[src/rtl/ram_addr_sequencer_pkg.sv]
// Shared FSM encoding and address-range helpers for the RAM address sequencer.
package ram_addr_sequencer_pkg;

  typedef enum logic [1:0] {
    IDLE  = 2'd0,
    WRITE = 2'd1,
    POST  = 2'd2,
    FILL  = 2'd3
  } state_t;

  localparam int ADDR_W_DEFAULT = 8;
  localparam int ADDR_MAX       = (1 << ADDR_W_DEFAULT) - 1;

  function automatic int addr_max_of(input int w);
    return (1 << w) - 1;
  endfunction

endpackage

[src/rtl/ram_addr_sequencer_edge_pulse.sv]
// Rising-edge detector for a debounced button level; one-cycle pulse per press.
module ram_addr_sequencer_edge_pulse (
  input  logic clk,
  input  logic reset,
  input  logic level,
  output logic pulse
);

  logic level_q;
  logic armed;

  always_ff @(posedge clk or posedge reset) begin
    if (reset) begin
      level_q <= 1'b0;
      armed   <= 1'b0;
    end else begin
      level_q <= level;
      armed   <= 1'b1;
    end
  end

  // armed masks the first cycle after reset so a button held through release is not an edge
  assign pulse = armed & level & ~level_q;

endmodule

[src/rtl/ram_addr_sequencer.sv]
// RAM address / write-enable sequencer: manual step, single write, auto-scan and bulk fill.
// addr, we and busy are all registered; events are taken one per cycle in IDLE only.
module ram_addr_sequencer
  import ram_addr_sequencer_pkg::*;
#(
  parameter int ADDR_W   = ADDR_W_DEFAULT,
  parameter int SCAN_DIV = 50_000_000,
  parameter bit AUTO_INC = 1'b1
) (
  input  logic        clk,
  input  logic        reset,
  input  logic        step_btn,
  input  logic        dir,
  input  logic        wr_btn,
  input  logic        fill_btn,
  input  logic        scan_en,
  output logic [15:0] addr,
  output logic        we,
  output logic        busy
);

  localparam int                CNT_W    = $clog2(SCAN_DIV);
  localparam logic [CNT_W-1:0]  CNT_LAST = CNT_W'(SCAN_DIV - 1);
  localparam logic [ADDR_W-1:0] LAST     = ADDR_W'(addr_max_of(ADDR_W));
  localparam logic [ADDR_W-1:0] ONE      = ADDR_W'(1);

  state_t             state, state_nxt;
  logic [ADDR_W-1:0]  addr_q, addr_nxt;
  logic [CNT_W-1:0]   cnt, cnt_nxt;
  logic               we_nxt, busy_nxt;
  logic               step_ev, wr_ev, fill_ev;

  ram_addr_sequencer_edge_pulse u_step (.clk(clk), .reset(reset), .level(step_btn), .pulse(step_ev));
  ram_addr_sequencer_edge_pulse u_wr   (.clk(clk), .reset(reset), .level(wr_btn),   .pulse(wr_ev));
  ram_addr_sequencer_edge_pulse u_fill (.clk(clk), .reset(reset), .level(fill_btn), .pulse(fill_ev));

  always_ff @(posedge clk or posedge reset) begin
    if (reset) begin
      state  <= IDLE;
      addr_q <= '0;
      cnt    <= '0;
      we     <= 1'b0;
      busy   <= 1'b0;
    end else begin
      state  <= state_nxt;
      addr_q <= addr_nxt;
      cnt    <= cnt_nxt;
      we     <= we_nxt;
      busy   <= busy_nxt;
    end
  end

  always_comb begin
    state_nxt = state;
    addr_nxt  = addr_q;
    cnt_nxt   = '0;
    we_nxt    = 1'b0;
    busy_nxt  = 1'b0;
    case (state)
      IDLE: begin
        // prescaler only runs in IDLE; any taken event below clears it again
        if (scan_en && cnt != CNT_LAST) cnt_nxt = cnt + CNT_W'(1);
        if (fill_ev) begin
          state_nxt = FILL;
          addr_nxt  = '0;
          we_nxt    = 1'b1;
          busy_nxt  = 1'b1;
          cnt_nxt   = '0;
        end else if (wr_ev) begin
          state_nxt = WRITE;
          we_nxt    = 1'b1;
          cnt_nxt   = '0;
        end else if (step_ev) begin
          addr_nxt = dir ? addr_q - ONE : addr_q + ONE;
          cnt_nxt  = '0;
        end else if (scan_en && cnt == CNT_LAST) begin
          addr_nxt = addr_q + ONE;
        end
      end
      WRITE: state_nxt = POST;
      POST: begin
        if (AUTO_INC) addr_nxt = addr_q + ONE;
        state_nxt = IDLE;
      end
      FILL: begin
        if (addr_q == LAST) begin
          addr_nxt  = '0;
          state_nxt = IDLE;
        end else begin
          addr_nxt = addr_q + ONE;
          we_nxt   = 1'b1;
          busy_nxt = 1'b1;
        end
      end
      default: state_nxt = IDLE;
    endcase
  end

  assign addr = 16'(addr_q);

endmodule

[config.mk]
export PLATFORM = sky130hd
export DESIGN_NAME = ram_addr_sequencer
export DESIGN_NICKNAME = d
export VERILOG_FILES = /design/src/rtl/ram_addr_sequencer_pkg.sv /design/src/rtl/ram_addr_sequencer_edge_pulse.sv /design/src/rtl/ram_addr_sequencer.sv
export SDC_FILE = /design/constraint.sdc
export NUM_CORES = 1
export LEC_CHECK = 0
export CORE_MARGIN = 4
export CORE_UTILIZATION = 55
export CTS_BUF_LIST = sky130_fd_sc_hd__clkbuf_8
export DETAILED_ROUTE_END_ITERATION = 10
export PLACE_DENSITY_LB_ADDON = 0.3
export SYNTH_ARGS = -nofsm -noshare
export SYNTH_HDL_FRONTEND = slang
export SYNTH_SLANG_ARGS = --single-unit
[constraint.sdc]
create_clock -name clk -period 3.4 [get_ports clk]
set_input_delay 0.51 -clock clk [delete_from_list [all_inputs] [get_ports clk]]
set_output_delay 0.51 -clock clk [all_outputs]
set_load 0.02 [all_outputs]
* Word level (Yosys, flattened, before mapping)
Cells that the tools add are included.
** Operators by class
- Add/subtract/negate cells :: 3
- Equality and inequality tests :: 10
- Mux-type cells :: 22
- Bitwise gates (word level) :: 9
- Reductions and logical operators :: 6
** Operator list (count)
- $mux W26 :: 5
- $mux W8 :: 6
- $add A26 B1 Y26 const B :: 1
- $eq A26 B26 Y1 const B :: 1
- $ne A26 B26 Y1 const B :: 1
- $pmux W8 S3 :: 1
- $add A8 B1 Y8 const B :: 1
- $eq A8 B8 Y1 const B :: 1
- $pmux W2 S4 :: 1
- $sub A8 B1 Y8 const B :: 1
- $and A1 B1 Y1 :: 6
- $mux W2 :: 3
- $eq A2 B2 Y1 const B :: 2
- $mux W1 :: 4
- $ne A4 B4 Y1 const B :: 1
- $pmux W1 S2 :: 2
- $ne A3 B2 Y1 const B :: 1
- $ne A3 B3 Y1 const B :: 1
- $not A1 Y1 :: 3
- $reduce_and A3 Y1 :: 1
- $reduce_bool A3 Y1 :: 1
- $eq A2 B1 Y1 const B :: 1
- $logic_and A1 B1 Y1 :: 2
- $logic_not A2 Y1 :: 1
- other kinds (2) :: 2
** Word-level totals
- Register bits after elaboration :: 42
- Input bits :: 7
- Output and inout bits :: 18
- Word-level logic and storage cells :: 59

* Logic depth before layout (Yosys ltp)
- Depth after elaboration :: 7
- Mapped depth :: 8
- Gate-level depth less buffers :: 8

* Hierarchy
A second synthesis with hierarchy kept.
** Unflattened totals
- Cells, all modules :: 270
- Area, all modules :: 2487.4 um^2
** Modules (own cells, without submodules)
- ram_addr_sequencer :: instances 1, cells each 255, area each 2288.4 um^2, seq. area each 950.9 um^2
- ram_addr_sequencer_edge_pulse :: instances 3, cells each 5, area each 66.3 um^2, seq. area each 50.0 um^2

* Worst setup path before layout
OpenSTA, ideal clock, no wires.
- Kind :: register to register
- From :: register addr_q[0]
- To :: register addr_q[4]
- Library setup time :: 0.135 ns
- Arrival time :: 2.031 ns
- Data required time :: 3.265 ns
- Slack :: 1.234 ns
- Stages on the path, launching flop included :: 9
- Buffers on the path :: 1
- Clock period less this slack :: 2.166 ns
- Cells stage by stage :: dfrtp_1 > ha_1 > nand4_1 > o21a_2 > or3_1 > buf_2 > a22o_1 > o21ai_1 > o31ai_1
** On the way
- Cells in the longest elaborated chain, start to end :: 6
- Elaborated cells between the ends (all ways) :: 10
- Those cells by class :: add/sub: 2; eq/ne: 1; mux: 7
** RTL lines
- from (decl) :: line ram_addr_sequencer.sv:28 : logic [ADDR_W-1:0] addr_q, addr_nxt;
- from (signal assigned) :: line ram_addr_sequencer.sv:46 : addr_q <= addr_nxt;
- $add A8 B1 Y8 or $sub A8 B1 Y8 (tied branches)
- $mux W8, on equally long branches :: line ram_addr_sequencer.sv:76, ram_addr_sequencer.sv:74
- $mux W8 :: line ram_addr_sequencer.sv:73 : end else if (step_ev) begin
- $mux W8 :: line ram_addr_sequencer.sv:69 : end else if (wr_ev) begin
- $mux W8 :: line ram_addr_sequencer.sv:63 : if (fill_ev) begin
- $pmux W8 S3 (*) :: line ram_addr_sequencer.sv:59 : case (state)
Every way passes the cells marked *; elsewhere a longest branch is shown, timed or not. The select of a mux whose other input is x is not followed.
A chain may end at the register's enable or synchronous reset.

* Worst setup path after layout
Same ends and word-level chain as after synthesis.

==> flow_summary.yaml <==
timing:
  fin_crit_ns: 2.23
  fin_skew_ns: 0.00761
  fin_crit_sh: 0.657
  hold_viol: 0
  timing.setup.tns_ns: 0
  fmax_mhz: 448
  final_max_slew_viol_count: 0
  rsz0062_at_grt: "false"
  slew-limit-headroom: 0.425
  worst_pin_slew_ns: 0.862
  hold_slack_ns: 0.505
  setup_viol: 0
finish:
  area_growth_pct: 12.7
  nets: 282
  fillers: 349
  drive_gt1_frac: 0.0784
  num_antenna_cells: 0
  design_area_um2: 2660
  final_util: 0.651
  stdcell_count: 318
clock_network:
  htreeDepth: 2
  clkSinkCount: 42
  hold_buffers: 0
  path_clk_slew_ns: 0.08
  cts_tree: "built"
  cts_resized: 0
  cts_buffers: 5
  cts-root-buf: "clkbuf_8"
  postCtsSetupRepairBufs: 0
  clock_tree.buffer_depth: 2
  insertion_delay_ns: 0.30
detailed_routing:
  drt-pass1-iter-count: 4
  avgViaCountPerCell: 5.67
  antenna_left: 0
  avgRoutedWirePerCell_um: 14.1
  num_vias: 1802
  wl_um: 4480
  remaining_drc_errors: 0
  first_iter_violations: 103
power_and_ir_drop:
  p_clk_frac: 0.278
  p_leak_nw: 1.13
  ir_worst_vdd_mv: 0.417
  p_per_area_nw_per_um2: 634
  p_int_mw: 1.10
  p_switching_mw: 0.585
  swShare: 0.347
  seqPwrFrac: 0.385
  comb_power_share: 0.337
critical_path:
  cp.required_ns: 3.57
  slowest_delay_ns: 0.48
  crit_arrival_ns: 2.40
  critical_path_depth: 7
  slowest_stage: "or3_1"
  worstPathMaxFanout: 8
  rr_worst_depth: 7
  crit_path_start_kind: "flop"
  regToRegEndpoint: "addr_q[4]"
  path_class: "reg2reg"
  critical-path-top-delay-family: "compound AO/OA/AOI/OAI gates"
  path_buf_inv: 0
  ff2ff_setup_slack_ns: 1.17
  crit_chain: "ha_1, nand4_1, o21a_2, or3_1, a22o_1, o21ai_1, o31ai_1"
  crit_path_end_kind: "flop"
  timing.rr.start: "addr_q[0]"
grt:
  gr-total-overflow: 0
  grt_pass1_vias: 1793
  grt_pass1_wl_um: 8000
  grt_max_degree: 27
  antenna_found_initial: 0
  grt_usage: 0.187
synthesis:
  netlist_top_cells_count: "dfrtp_1 (42), nor2_1 (34), xor2_1 (14)"
  synthDistinctLibCells: 42
  syn-instance-count: 250
  yosysWarnings: 0
  ys_ff_latch: 42
  synth_top_area_cell: "dfrtp_1"
  synth_area_um2: 2360
  synth_top_area_frac: 0.445
  synth.most_common_cell: "dfrtp_1"
  ys.flop_type: "dfrtp_1"
  synth_area_leaders: "dfrtp_1 (45%), nor2_1 (5.4%), xor2_1 (5.2%)"
  syn_area_per_cell_um2: 9.44
  async_flop_share: 1.00
  ys_seq_area_frac: 0.445
  synth_edf_count: 0
floorplanning:
  die_y_um: 73.5
  initial_core_util: 0.578
  row_count: 23
  core_um2: 4090
  dieWidth_um: 73.5
  ios: 25
  die-area_um2: 5410
worst_hold_path:
  hold_path_startpoint: "cnt[0]"
  whs_endpoint: "cnt[0]"
  hold_path_class: "reg2reg"
  holdPathStages: 1
placement:
  place_inst: 310
  routabilityCongestion: 0.858
  placed_cell_area_um2: 2520
  place_hpwl_um: 3220
  portBuffers: 16
job:
  drv_cap: 0
status:
  status: "complete, no violations"
## sequential cells by signal, indices dropped and copies added, names as in the netlist
| name | cells |
|---|---|
| we | 1 |
| cnt | 26 |
| state | 2 |
| u_fill.level_q | 1 |
| u_fill.armed | 1 |
| u_step.level_q | 1 |
| busy | 1 |
| u_wr.level_q | 1 |
| addr_q | 8 |
## logic make-up after synthesis
family	synth area share
xor+xnor	0.0853
flops	0.445
simple gates	0.240
compound gates	0.121
buf+inv	0.0588
mux	0.00424
fa+ha+maj	0.0424
other cells	0.00318
## power by group through the flow
| stage | sequential (mW) | combinational (mW) | clock [mW] |
|---|---|---|---|
| finish | 0.650 | 0.568 | 0.468 |
| global route | 0.665 | 0.636 | 0.495 |
| CTS | 0.651 | 0.572 | 0.478 |
| detailed placement | 0.660 | 0.568 | 0 |
| global placement | 0.659 | 0.559 | 0 |
| floorplan | 0.697 | 0.370 | 0 |
## through the flow
| stage | total power [mW] | setup slack, ns |
|---|---|---|
| after floorplan | 1.07 | 1.23 |
| after global placement | 1.22 | 0.999 |
| after detailed placement | 1.23 | 0.941 |
| after CTS | 1.70 | 1.14 |
| after global routing | 1.80 | 0.893 |
| final | 1.69 | 1.17 |
## worst max-delay path by stage
stage / end / startpoint / slack, ns
finish: addr_q[4] / addr_q[0] / 1.17
global route: addr_q[2] / addr_q[0] / 0.89
CTS: cnt[5] / cnt[2] / 1.14
detailed placement: addr_q[7] / wr_btn / 0.94
global placement: addr_q[5] / wr_btn / 1.0
floorplan: addr_q[4] / addr_q[0] / 1.23
## placed cells by master, fill, tap and decap left out, types with 10 or more instances in the layout
cell type / synthesis / routed
dfrtp_1: 42 / 42
nor2_1: 34 / 34
clkdlybuf4s50_1: 0 / 16
xor2_1: 14 / 14
nand2_1: 13 / 13
nand3_1: 12 / 12
a21oi_1: 11 / 11
inv_1: 10 / 10
o21ai_0: 10 / 10
## layout make-up
type | count | area, µm² | area share
clock buffer | 5 | 68.8 | 0.0259
clock inverter | 3 | 68.8 | 0.0259
inverter | 10 | 37.5 | 0.0141
multi-input combinational | 190 | 1200 | 0.450
sequential | 42 | 1050 | 0.395
tap | 50 | 62.6 | 0.0235
timing repair buffer | 18 | 175 | 0.0658
## metal layers
metal  global-route usage  share of wire
met4               0.0644          0.014
met3               0.0383          0.036
met1                0.234           0.45
met5                    0              0
met2                0.320           0.50
Note: power is estimated with default switching activity, not from simulation.
